## src/rtl/gpr_wb_ctl.sv

```systemverilog
// GPR writeback controller: arbitrates the single GPR write port between the
// ALU (wb0) and LSU (wb1) requesters, registers the chosen write, and keeps a
// 32-entry busy scoreboard with read-hazard checks.
module gpr_wb_ctl #(
    parameter bit SB_EN = 1'b1
) (
    input  logic        clk,
    input  logic        rst,
    input  logic        iss_val,
    input  logic [4:0]  iss_adr,
    output logic        iss_rdy,
    input  logic        wb0_val,
    input  logic [4:0]  wb0_adr,
    input  logic [31:0] wb0_dat,
    output logic        wb0_rdy,
    input  logic        wb1_val,
    input  logic [4:0]  wb1_adr,
    input  logic [31:0] wb1_dat,
    output logic        wb1_rdy,
    output logic        gpr_wr_en,
    output logic [4:0]  gpr_wr_adr,
    output logic [31:0] gpr_wr_dat,
    input  logic [4:0]  chk_adr_0,
    input  logic [4:0]  chk_adr_1,
    input  logic [4:0]  chk_adr_2,
    output logic        chk_busy_0,
    output logic        chk_busy_1,
    output logic        chk_busy_2,
    output logic [31:0] busy_vec,
    output logic        sb_err
);

    logic [31:0] busy_q, busy_d;
    logic        rr_last_q, rr_last_d;
    logic        wr_en_q, wr_en_d;
    logic [4:0]  wr_adr_q, wr_adr_d;
    logic [31:0] wr_dat_q, wr_dat_d;
    logic        sb_err_q, sb_err_d;

    logic        xfer;
    logic [4:0]  xfer_adr;
    logic        xfer_bit_live;

    // Grant logic: a tie goes to the requester that did not win last time.
    // Grants are withheld while rst is high so no write follows reset.
    always_comb begin
        wb0_rdy = 1'b0;
        wb1_rdy = 1'b0;
        if (!rst) begin
            wb0_rdy = wb0_val & (~wb1_val | rr_last_q);
            wb1_rdy = wb1_val & (~wb0_val | ~rr_last_q);
        end
    end

    // Issue acceptance and hazard checks against registered scoreboard state.
    always_comb begin
        iss_rdy    = 1'b1;
        chk_busy_0 = 1'b0;
        chk_busy_1 = 1'b0;
        chk_busy_2 = 1'b0;
        if (SB_EN) begin
            iss_rdy    = ~busy_q[iss_adr];
            chk_busy_0 = busy_q[chk_adr_0];
            chk_busy_1 = busy_q[chk_adr_1];
            chk_busy_2 = busy_q[chk_adr_2];
        end
    end

    // Next-state: capture the granted write, update scoreboard and error flag.
    always_comb begin
        xfer      = (wb0_val & wb0_rdy) | (wb1_val & wb1_rdy);
        xfer_adr  = (wb0_val & wb0_rdy) ? wb0_adr : wb1_adr;
        rr_last_d = rr_last_q;
        wr_en_d   = xfer;
        wr_adr_d  = wr_adr_q;
        wr_dat_d  = wr_dat_q;
        busy_d    = busy_q;
        sb_err_d  = sb_err_q;

        if (wb0_val & wb0_rdy) begin
            rr_last_d = 1'b0;
            wr_adr_d  = wb0_adr;
            wr_dat_d  = wb0_dat;
        end else if (wb1_val & wb1_rdy) begin
            rr_last_d = 1'b1;
            wr_adr_d  = wb1_adr;
            wr_dat_d  = wb1_dat;
        end

        // A bit whose clear is already in flight counts as free, so a second
        // back-to-back write to the same register is flagged.
        xfer_bit_live = busy_q[xfer_adr] & ~(wr_en_q && (wr_adr_q == xfer_adr));

        if (SB_EN) begin
            if (wr_en_q) begin
                busy_d[wr_adr_q] = 1'b0;
            end
            if (iss_val && iss_rdy) begin
                busy_d[iss_adr] = 1'b1;
            end
            if (xfer && !xfer_bit_live) begin
                sb_err_d = 1'b1;
            end
        end else begin
            busy_d   = '0;
            sb_err_d = 1'b0;
        end
    end

    // State registers with synchronous reset.
    always_ff @(posedge clk) begin
        if (rst) begin
            busy_q    <= '0;
            rr_last_q <= 1'b1;
            wr_en_q   <= 1'b0;
            wr_adr_q  <= '0;
            wr_dat_q  <= '0;
            sb_err_q  <= 1'b0;
        end else begin
            busy_q    <= busy_d;
            rr_last_q <= rr_last_d;
            wr_en_q   <= wr_en_d;
            wr_adr_q  <= wr_adr_d;
            wr_dat_q  <= wr_dat_d;
            sb_err_q  <= sb_err_d;
        end
    end

    assign gpr_wr_en  = wr_en_q;
    assign gpr_wr_adr = wr_adr_q;
    assign gpr_wr_dat = wr_dat_q;
    assign busy_vec   = busy_q;
    assign sb_err     = sb_err_q;

endmodule

```

## config.mk

```make
export PLATFORM = sky130hd
export DESIGN_NAME = gpr_wb_ctl
export DESIGN_NICKNAME = d
export VERILOG_FILES = /design/src/rtl/gpr_wb_ctl.sv
export SDC_FILE = /design/constraint.sdc
export NUM_CORES = 1
export LEC_CHECK = 0
export ABC_AREA = 1
export BUFFER_PORTS_ARGS = -buffer_cell sky130_fd_sc_hd__buf_2
export CELL_PAD_IN_SITES_DETAIL_PLACEMENT = 0
export CELL_PAD_IN_SITES_GLOBAL_PLACEMENT = 1
export CORE_ASPECT_RATIO = 0.8
export CORE_UTILIZATION = 37
export CTS_BUF_LIST = sky130_fd_sc_hd__clkbuf_8
export CTS_CLUSTER_SIZE = 30
export DETAILED_ROUTE_END_ITERATION = 10
export PLACE_DENSITY = 0.91
export SLEW_MARGIN = 10
export SYNTH_ARGS = -nofsm -noshare
export SYNTH_HDL_FRONTEND = slang
export SYNTH_SLANG_ARGS = --single-unit
```

## constraint.sdc

```tcl
create_clock -name clk -period 2.7 [get_ports clk]
set_clock_uncertainty 0.15 [all_clocks]
set_input_delay 0.135 -clock clk [delete_from_list [all_inputs] [get_ports clk]]
set_output_delay 0.135 -clock clk [all_outputs]
set_load 0.03 [all_outputs]
```

======== Word level (Yosys, flattened, before mapping) ========
Index checks and enable logic that the tools add are counted.
storage, ports and cells
  input bits .............................. 99
  register bits ........................... 72
cells by class
  muxes and demuxes ....................... 25
  bitwise logic cells ..................... 16
  eq/ne operators ......................... 1
  order comparisons ....................... 8
  reductions and logical operators ........ 7
operator list
  kind                                                                                  count
  32-bit two-way mux                                                                    4
  5-bit by 6-bit < comparator with 1-bit output (second input constant)                 6
  32-bit bitwise AND                                                                    1
  32-bit inverter                                                                       1
  32-bit bitwise OR                                                                     1
  1-bit binary-select mux with 5-bit select                                             5
  5-bit two-way mux                                                                     3
  1-bit two-way mux                                                                     11
  1-bit demux with 5-bit select                                                         2
  5-bit by 1-bit greater-or-equal comparator with 1-bit output (second input constant)  2
  1-bit bitwise AND                                                                     5
  5-bit equality test                                                                   1
  1-bit logical AND                                                                     5
  1-bit inverter                                                                        5
  1-bit bitwise OR                                                                      3
  2-bit nonzero test                                                                    1
  1-bit zero test                                                                       1

======== Depth between registers and ports, before layout ========
Gate-level depths: netlist of run 1.
  depth in word-level cells ............... 12
  depth in mapped cells ................... 14
  gate-level depth less buffers ........... 13

======== Worst setup path before layout of run 1 ========
No wires, ideal clock.
  path type ............................... register to output
  from .................................... register busy_q[21] (netlist: busy_vec[21])
  to ...................................... output iss_rdy
  cell stages (with the launch flop) ...... 6
  arrival time ............................ 1.897 ns
  data required time ...................... 2.415 ns
  setup slack ............................. 0.518 ns
  path through ............................ dfxtp_1 -> inv_1 -> o22ai_1 -> o21ai_0 -> nand2_1 -> nor4_1
on the way
  cells in the longest elaborated chain, start to end .. 3
ends and longest elaborated chain
  item                                       RTL line  RTL
  start, declared                            33        logic [31:0] busy_q, busy_d;
  start signal, assigned                     120       busy_q <= busy_d;
  1-bit binary-select mux with 5-bit select  62        iss_rdy = ~busy_q[iss_adr];
  1-bit two-way mux (implied by the code)    62
  1-bit inverter                             62
  end, declared                              11        output logic iss_rdy,
No other way between the ends. The select of a mux whose other input is x is not followed.

======== Worst setup path in the final report of run 1 ========
  from .................................... register rr_last_q
  to ...................................... register wr_dat_q[4] (netlist: gpr_wr_dat[4])
on the way
  cells in the longest elaborated chain, start to end .. 6
ends and longest elaborated chain
  item                                 RTL line  RTL
  start, declared                      34        logic rr_last_q, rr_last_d;
  start signal, assigned               121       rr_last_q <= rr_last_d;
  1-bit inverter                       51        wb1_rdy = wb1_val & (~wb0_val | ~rr_last_q);
  1-bit bitwise OR                     51
  1-bit bitwise AND                    51
  1-bit two-way mux                    49        if (!rst) begin
  1-bit bitwise AND                    84        end else if (wb1_val & wb1_rdy) begin
  2-bit nonzero test (no source line)  -
  end signal, assigned                 124       wr_dat_q <= wr_dat_d;
  end, declared                        37        logic [31:0] wr_dat_q, wr_dat_d;
Several ways; a longest one is shown, not always the timed one.
A chain may end at the register's enable or synchronous reset.

==> results of run 1 <==
## power groups by stage
stage | Combinational [mW] | Clock (mW) | Sequential [mW]
floorplan | 0.381 | 0 | 1.31
global placement | 0.733 | 0 | 1.20
detailed placement | 0.736 | 0 | 1.20
CTS | 0.820 | 0.814 | 1.17
global route | 0.916 | 0.872 | 1.18
finish | 0.838 | 0.801 | 1.17
## area by class of cell
cell class | instances | area, um2
Clock buffer | 10 | 137.6
Clock inverter | 6 | 42.54
Fill cell | 1241 | 5841
Inverter | 80 | 300.3
Multi-Input combinational cell | 562 | 2831
Sequential cell | 72 | 1441
Tap cell | 171 | 214.0
Timing Repair Buffer | 251 | 1624
## path summary, 6_finish.rpt
kind              start  depth (start not counted)       endpoint
max           rr_last_q                         10  gpr_wr_dat[4]
min          wb1_adr[4]                          5  gpr_wr_adr[4]
max reg2reg   rr_last_q                         10  gpr_wr_dat[4]
min reg2reg      sb_err                          2         sb_err
## timing repair
action                                 4_1_cts  5_1_grt
setup endpoints to repair                    0       12
endpoints found under the hold margin       33        0
resized for setup                            0        2
hold buffers                                66        0
## cell usage after synthesis, drive strengths merged
master,count
o21ai,139
nand2,121
a21oi,90
inv,78
dfxtp,72
nand3,57
nor2,48
a31oi,34
nand4,33
clkbuf,25
buf,23
o22ai,17
nor3,8
a211oi,7
xor2,3
clkinv,2
a32oi,1
nand3b,1
nor4,1
o211ai,1
or2,1
## metrics by stage
stage	hold slack, ns	util	area [um2]	power, mW	setup slack [ns]
finish	0.05578	0.5302	6591	2.813	0.2569
floorplan	0.1144	-	4832	1.688	0.5176
global placement	0.2548	0.4620	5743	1.931	0.5049
CTS	0.04058	0.5296	6584	2.806	0.01072
detailed placement	0.2569	0.4620	5743	1.932	0.4643
global route	0.05600	0.5302	6591	2.969	0.06622
## state kept, by name (all words and copies together), names as in the netlist
register    flops
gpr_wr_dat     32
gpr_wr_en       1
sb_err          1
gpr_wr_adr      5
busy_vec       32
rr_last_q       1
## per-layer routing
metal / wire length, um / part of all wire / vias up
li1: - / - / 3096
met1: 8120 / 0.42 / 2785
met2: 8613 / 0.44 / 358
met3: 2236 / 0.12 / 36
met4: 452 / 0.023 / 0
met5: 0 / 0 / -
## worst max-delay path, stage by stage (launching register included)
cell,delay [ns]
dfxtp_1,0.33
inv_1,0.08
nand2_2,0.09
nand2_4,0.16
inv_2,0.15
nor2_4,0.24
inv_1,0.13
buf_12,0.18
o21ai_0,0.20
a31oi_1,0.06
dlygate4sd3_1,0.56
## cells by family after synthesis
group,share of synthesized area
xor+xnor,0.005439
simple gates,0.2569
flops,0.2983
compound gates,0.3221
buf+inv,0.1173
==> key figures, run 1 <==
Power and ir drop
  – Sw Ratio: 0.3628
  – Max IR drop VDD: 260.4 uV
  – Pwr/cell area: 426.7 mW/mm2
  – LEAKAGE: 2.932 nW
  – Internal Power: 1.792 mW
  – Power share of the combinational group: 0.298
  – Switching power: 1.020 mW
  – Sequential fraction of design power: 0.417
  – Clk pwr share: 0.285

Timing
  – # setup viols final: 0
  – Unrepaired setup endpoints after global routing: false
  – Slew Limit Fails: 0
  – Worst-Margin Slew: 0.6462 ns
  – Setup TNS: 0 ns
  – Worst rel slew slack: 0.5692
  – Period utilisation layout: 0.9049
  – FMAX: 0.4093 GHz
  – Clock period minus worst slack: 2.443 ns
  – Final Hold Viols: 0

Synthesis
  – Largest cells by area after synthesis: dfxtp_1 (30%), o21ai_0 (13%), a21oi_1 (9.2%), nand2_1 (8.7%), nand3_1 (5.9%)
  – Sequential area share after synthesis: 0.2983
  – Syn Nets: 861
  – Yosys top cell area share: 0.2983
  – Yosys warns: 0
  – Mean post-synth cell area: 6.341 um2
  – Netlist cell types: 33
  – Flops & latches, synth: 72
  – Synthesized cell area: 0.004832 mm2
  – Synth Instances: 762
  – Yosys top cell by area: dfxtp_1

Global route
  – Overflow after GRT: 0
  – Global Route Usage Sum: 0.2946
  – Pin count of the biggest net entering global routing: 39
  – GR peak layer: met2
  – First-pass GRT wire length: 30650 um
  – Initial antenna violation count: 0
  – Met2 Track Usage GR: 0.4500
  – Vias in the first global route: 5695
  – Met1 Track Usage GR: 0.3993
  – Met3 Use GR: 0.08230

Floorplanning
  – Die Width: 129.8 um
  – Die Height: 104.2 um
  – Num ports: 176
  – Die Area: 0.01352 mm2
  – # rows: 36
  – Core area: 0.01243 mm2
  – Initial core utilization: 0.3887

CTS
  – Root buffer cell: clkbuf_8
  – Worst-Skew Late Latency: 0.36 ns
  – Setup bufs post-CTS: 0
  – TritonCTS clock tree: done
  – Maximum buffer depth of the clock tree: 2
  – Cts bufs inserted: 9
  – H-tree depth: 3
  – CTS sink count: 72
  – Clk slew on worst S/H paths: 0.09 ns

Place
  – Placed Instances: 1070
  – Port buffer count: 175
  – Final RePlAce weighted congestion: 1.005
  – Post-detail-place hpwl: 13710 um

Setup path
  – Worst Path Required: 2.80 ns
  – Worst-path fanout max: 34
  – Worst path arrival time: 2.55 ns
  – R2R setup slack: 0.26 ns
  – Crit path capture type: flop
  – Worst Setup Path Type: flop to flop
  – Startpoint types: flop

Routing
  – Detailed-route wire length: 19420 um
  – Post-route ant nets: 0
  – DRT iter0 DRCs: 749
  – Vias: 6275
  – DRC viols: 0
  – Vias per cell: 5.447
  – Drt pass-1 iters: 5
  – Routed WL per cell: 16.86 um

Layout
  – Most frequent cells in the layout: buf_2 (175), o21ai_0 (124), nand2_1 (112)
  – Final nets: 1075
  – Most common cell after layout, fill and taps aside: buf_2
  – Share of cells above drive strength 1: 0.2243
  – Non-filler cells, final: 1152
  – Diode count: 0
  – Area delta synth->final: 36.41%

Worst hold path
  – HP Class: primary input to flop

Outcome
  – Status: finished clean

Flow run
  – # Max-Cap Violations: 0
No activity file was read; power rests on OpenSTA's default activity.
==> run 2, diff against run 1 <==
- CORE_UTILIZATION: 37 -> 35
- PLACE_DENSITY: 0.91 -> 0.87
- clock period: 2.7 -> 2.33 ns (I/O delays scaled with it)
==> run 2 against run 1 <==
  * Via count grew 3.8%
  * Sequential share of layout area decreased by 0.50 points
  * First-iteration DRC count decreased by 26%
  * Critical endpoint is now iss_rdy
==> key figures, run 2 (synthesis gave the netlist of run 1 again) <==
Outcome
  – Status: finished clean

Routing
  – DRC viols: 0
  – Post-route ant nets: 0
  – Vias: 6515
  – Drt pass-1 iters: 5
  – Routed WL per cell: 17.73 um
  – Vias per cell: 5.545
  – DRT iter0 DRCs: 557
  – Detailed-route wire length: 20830 um

Setup path
  – FF-to-FF path depth: 13
  – CP max stage delay: 0.35 ns
  – Worst path arrival time: 1.92 ns
  – Crit path capture: iss_rdy
  – Worst Path Required: 2.06 ns
  – Crit path launch: busy_vec[23]
  – Slowest-stage cell, CP: nor4_2
  – CP Cell Sequence: inv_1 -> o22ai_1 -> o21ai_0 -> nand2_1 -> nor4_2 -> buf_2
  – Worst Setup Path Type: flop to output port
  – Origin of the critical flop-to-flop path: rr_last_q
  – RR Endpoint: sb_err
  – R2R setup slack: 0.28 ns
  – Worst-path fanout max: 5
  – Crit path capture type: output port
  – Startpoint types: flop

CTS
  – Maximum buffer depth of the clock tree: 2
  – H-tree depth: 3
  – Cts bufs inserted: 9
  – Root buffer cell: clkbuf_8
  – TritonCTS clock tree: done
  – Worst-Skew Late Latency: 0.36 ns
  – CTS sink count: 72
  – Setup bufs post-CTS: 0
  – Clk slew on worst S/H paths: 0.09 ns

Layout
  – Area delta synth->final: 39.75%
  – Final nets: 1089
  – Diode count: 0
  – Most frequent cells in the layout: buf_2 (175), o21ai_0 (124), nand2_1 (112)
  – Area of the multi-input gates: 0.002830 mm2
  – Post-route cell area: 0.006753 mm2
  – Share of cells above drive strength 1: 0.2372
  – Non-filler cells, final: 1175
  – Register area: 0.001443 mm2
  – Fill count: 1391
  – Most common cell after layout, fill and taps aside: buf_2

Worst hold path
  – WHS Path Cells: 5
  – HP Class: primary input to flop

Timing
  – Worst rel slew slack: 0.5832
  – Hold WS: 0.03835 ns
  – Period utilisation layout: 0.9393
  – Clock period minus worst slack: 2.189 ns
  – # setup viols final: 0
  – Worst-Margin Slew: 0.6234 ns
  – Setup TNS: 0 ns
  – Slew Limit Fails: 0
  – Unrepaired setup endpoints after global routing: false
  – FMAX: 0.4569 GHz
  – Final Hold Viols: 0

Global route
  – Overflow after GRT: 0
  – Global Route Usage Sum: 0.2881
  – Pin count of the biggest net entering global routing: 66
  – Vias in the first global route: 5813
  – Initial antenna violation count: 0
  – First-pass GRT wire length: 31710 um

Power and ir drop
  – LEAKAGE: 3.002 nW
  – Max IR drop VDD: 299.5 uV
  – Pwr/cell area: 509.4 mW/mm2

Floorplanning
  – Die Area: 0.01428 mm2
  – Core area: 0.01350 mm2
  – Die Height: 107.1 um
  – Num ports: 176
  – Die Width: 133.4 um
  – Initial core utilization: 0.3579
  – # rows: 38

Place
  – Placed Instances: 1093
  – Final RePlAce weighted congestion: 0.9826
  – Port buffer count: 175
  – Area post-placement: 0.005872 mm2
  – Post-detail-place hpwl: 14350 um

Flow run
  – # Max-Cap Violations: 0
==> run 2: where the power goes <==
group / leakage [nW] / total (mW) / internal, mW / switching, mW
registers: 0.590 / 1.36 / 1.30 / 0.0534
clock network: 0.108 / 1.09 / 0.540 / 0.555
logic: 2.30 / 0.989 / 0.351 / 0.638
==> run 2: area by class of cell <==
type	instances	area share
Multi-Input combinational cell	562	0.4191
Timing Repair Buffer	265	0.2579
Sequential cell	72	0.2136
Inverter	80	0.04465
Tap cell	180	0.03335
Clock buffer	10	0.02038
Clock inverter	6	0.01093
==> run 2: how the worst min path moves through the flow <==
stage	to	start	slack [ns]
5_1_grt	gpr_wr_adr[2]	wb1_adr[2]	0.08
3_5_place_dp	gpr_wr_dat[21]	wb1_dat[21]	0.24
3_3_place_gp	gpr_wr_dat[22]	wb1_dat[22]	0.24
2_1_floorplan	rr_last_q	wb0_val	0.1
6_report	gpr_wr_adr[4]	wb1_adr[4]	0.04
4_1_cts	gpr_wr_adr[4]	wb1_adr[4]	0.02
==> run 2: critical path: cells and delay by family (launching register included) <==
kind,cells,cell delay [ns]
flip-flops,1,0.33
AND/OR/NAND/NOR,2,0.49
buffers and inverters,2,0.46
AO/OA/AOI/OAI,2,0.30
==> run 2: repair_timing <==
action                                 4_1_cts  5_1_grt
endpoints found under the hold margin       33        0
setup endpoints to repair                    0        3
hold buffers                                66        0
resized for setup                            0        3
==> run 2: routing by layer <==
metal  vias to the layer above  share of wire  global-route usage
met4                         0          0.027             0.09740
met5                         -              0                   0
met3                        45           0.10             0.07092
met2                       388           0.45              0.4706
li1                       3116              -                   -
met1                      2966           0.43              0.3696
==> run 2: stage by stage <==
stage                     setup slack [ns]    util  power, mW
after floorplan                     0.1661       -      1.956
after global placement              0.3483  0.4349      2.260
after detailed placement            0.3209  0.4349      2.257
after CTS                          0.07406  0.4994      3.420
after global routing              0.004067  0.5001      3.600
final                               0.1415  0.5001      3.440
==> run 3, diff against run 2 <==
- CORE_ASPECT_RATIO: 0.8 -> 0.6
==> run 3 against run 2 <==
  * Design area is 0.61% lower
  * First-iteration DRC count is 52% higher
  * Non-clock buffer count is 4 lower
  * Critical path depth stayed put
  * Sequential cell count stayed put
  * Total power is 1.2% lower
  * Routed wire length is 3.9% higher
  * Maximum frequency is 3.4% lower
  * Critical path type unchanged
  * Largest power group unchanged
==> key figures, run 3 (synthesis gave the netlist of run 1 again) <==
Routing
  – Routed WL per cell: 18.64 um
  – Drt pass-1 iters: 6
  – DRT iter0 DRCs: 848
  – DRC viols: 0
  – Vias: 6515
  – Vias per cell: 5.612
  – Detailed-route wire length: 21640 um
  – Post-route ant nets: 0

Setup path
  – Worst path arrival time: 2.00 ns
  – Worst Setup Path Type: flop to output port
  – Worst Path Required: 2.06 ns
  – Worst-path fanout max: 5
  – Crit path capture type: output port
  – Startpoint types: flop

Timing
  – Worst-Margin Slew: 0.6350 ns
  – Slew Limit Fails: 0
  – # setup viols final: 0
  – Final Hold Viols: 0
  – Clock period minus worst slack: 2.265 ns
  – Period utilisation layout: 0.9719
  – Unrepaired setup endpoints after global routing: false
  – Worst rel slew slack: 0.5767
  – FMAX: 0.4416 GHz
  – Setup TNS: 0 ns

Flow run
  – # Max-Cap Violations: 0

Layout
  – Diode count: 0
  – Most frequent cells in the layout: buf_2 (175), o21ai_0 (124), nand2_1 (112)
  – Share of cells above drive strength 1: 0.2341
  – Area delta synth->final: 38.89%
  – Final nets: 1085
  – Most common cell after layout, fill and taps aside: buf_2
  – Fill count: 1349
  – Non-filler cells, final: 1161

CTS
  – Setup bufs post-CTS: 0
  – Clk slew on worst S/H paths: 0.09 ns
  – Maximum buffer depth of the clock tree: 2
  – CTS sink count: 72
  – Root buffer cell: clkbuf_8
  – Cts bufs inserted: 9
  – TritonCTS clock tree: done
  – Worst-Skew Late Latency: 0.35 ns
  – H-tree depth: 3

Place
  – Port buffer count: 175
  – Final RePlAce weighted congestion: 1.046
  – Placed Instances: 1079
  – Post-detail-place hpwl: 15100 um

Floorplanning
  – Die Area: 0.01430 mm2
  – Initial core utilization: 0.3679
  – Num ports: 176
  – Core area: 0.01313 mm2
  – Die Height: 93.02 um
  – Die Width: 153.7 um
  – # rows: 32

Outcome
  – Status: finished clean

Global route
  – Global Route Usage Sum: 0.3015
  – Pin count of the biggest net entering global routing: 66
  – Overflow after GRT: 0
  – Initial antenna violation count: 0
  – Vias in the first global route: 5915
  – First-pass GRT wire length: 33360 um

Power and ir drop
  – Total Power: 3.398 mW
  – Pwr/cell area: 506.3 mW/mm2
  – Max IR drop VDD: 246.3 uV
  – LEAKAGE: 2.987 nW

Worst hold path
  – HP Class: primary input to flop
## run 3: path summary, 6_finish.rpt
path,from,endpoint,slack (ns),cells past startpoint
max,busy_vec[23],iss_rdy,0.07,6
min,wb1_adr[4],gpr_wr_adr[4],0.09,5
max reg2reg,rr_last_q,sb_err,0.23,11
min reg2reg,sb_err,sb_err,0.31,2
## run 3: layer usage
metal | global-route usage | routed length (um) | vias up
met5 | 0 | 0 | -
met4 | 0.05917 | 276 | 0
met3 | 0.09500 | 2559 | 28
met2 | 0.4398 | 8759 | 349
met1 | 0.4303 | 10040 | 3028
li1 | - | - | 3110
## run 3: worst max-delay path: stages (launching register included)
cell and delay (ns):
dfxtp_1 0.35, inv_1 0.25, o22ai_1 0.13, o21ai_0 0.15, nand2_1 0.12, nor4_1 0.37
buf_2 0.27
## run 3: power breakdown
part | switching [mW] | leakage, nW | internal [mW]
sequential | 0.0559 | 0.591 | 1.30
clock | 0.526 | 0.104 | 0.528
combinational | 0.636 | 2.29 | 0.349
## run 3: timing repair
action / in CTS / in global routing
endpoints found under the hold margin: 33 / 0
hold buffers: 66 / 0
setup endpoints to repair: 0 / 2
resized for setup: 0 / 3
## run 3: final cells by class
cell class	count	area (um2)	area share
Clock buffer	10	137.6	0.02051
Sequential cell	72	1445	0.2153
Tap cell	170	212.7	0.03169
Multi-Input combinational cell	562	2824	0.4208
Inverter	80	300.3	0.04474
Clock inverter	6	67.56	0.01007
Timing Repair Buffer	261	1724	0.2569
## run 3: per-stage QoR
stage,instance area (um2),util,setup WS (ns),hold WS (ns)
final,6711,0.5111,0.06539,0.08922
after global routing,6711,0.5111,0.002463,0.1086
after CTS,6708,0.5108,0.1123,0.07447
after detailed placement,5842,0.4448,0.2895,0.2312
after global placement,5842,0.4448,0.3213,0.2352
after floorplan,4832,-,0.1661,0.09594
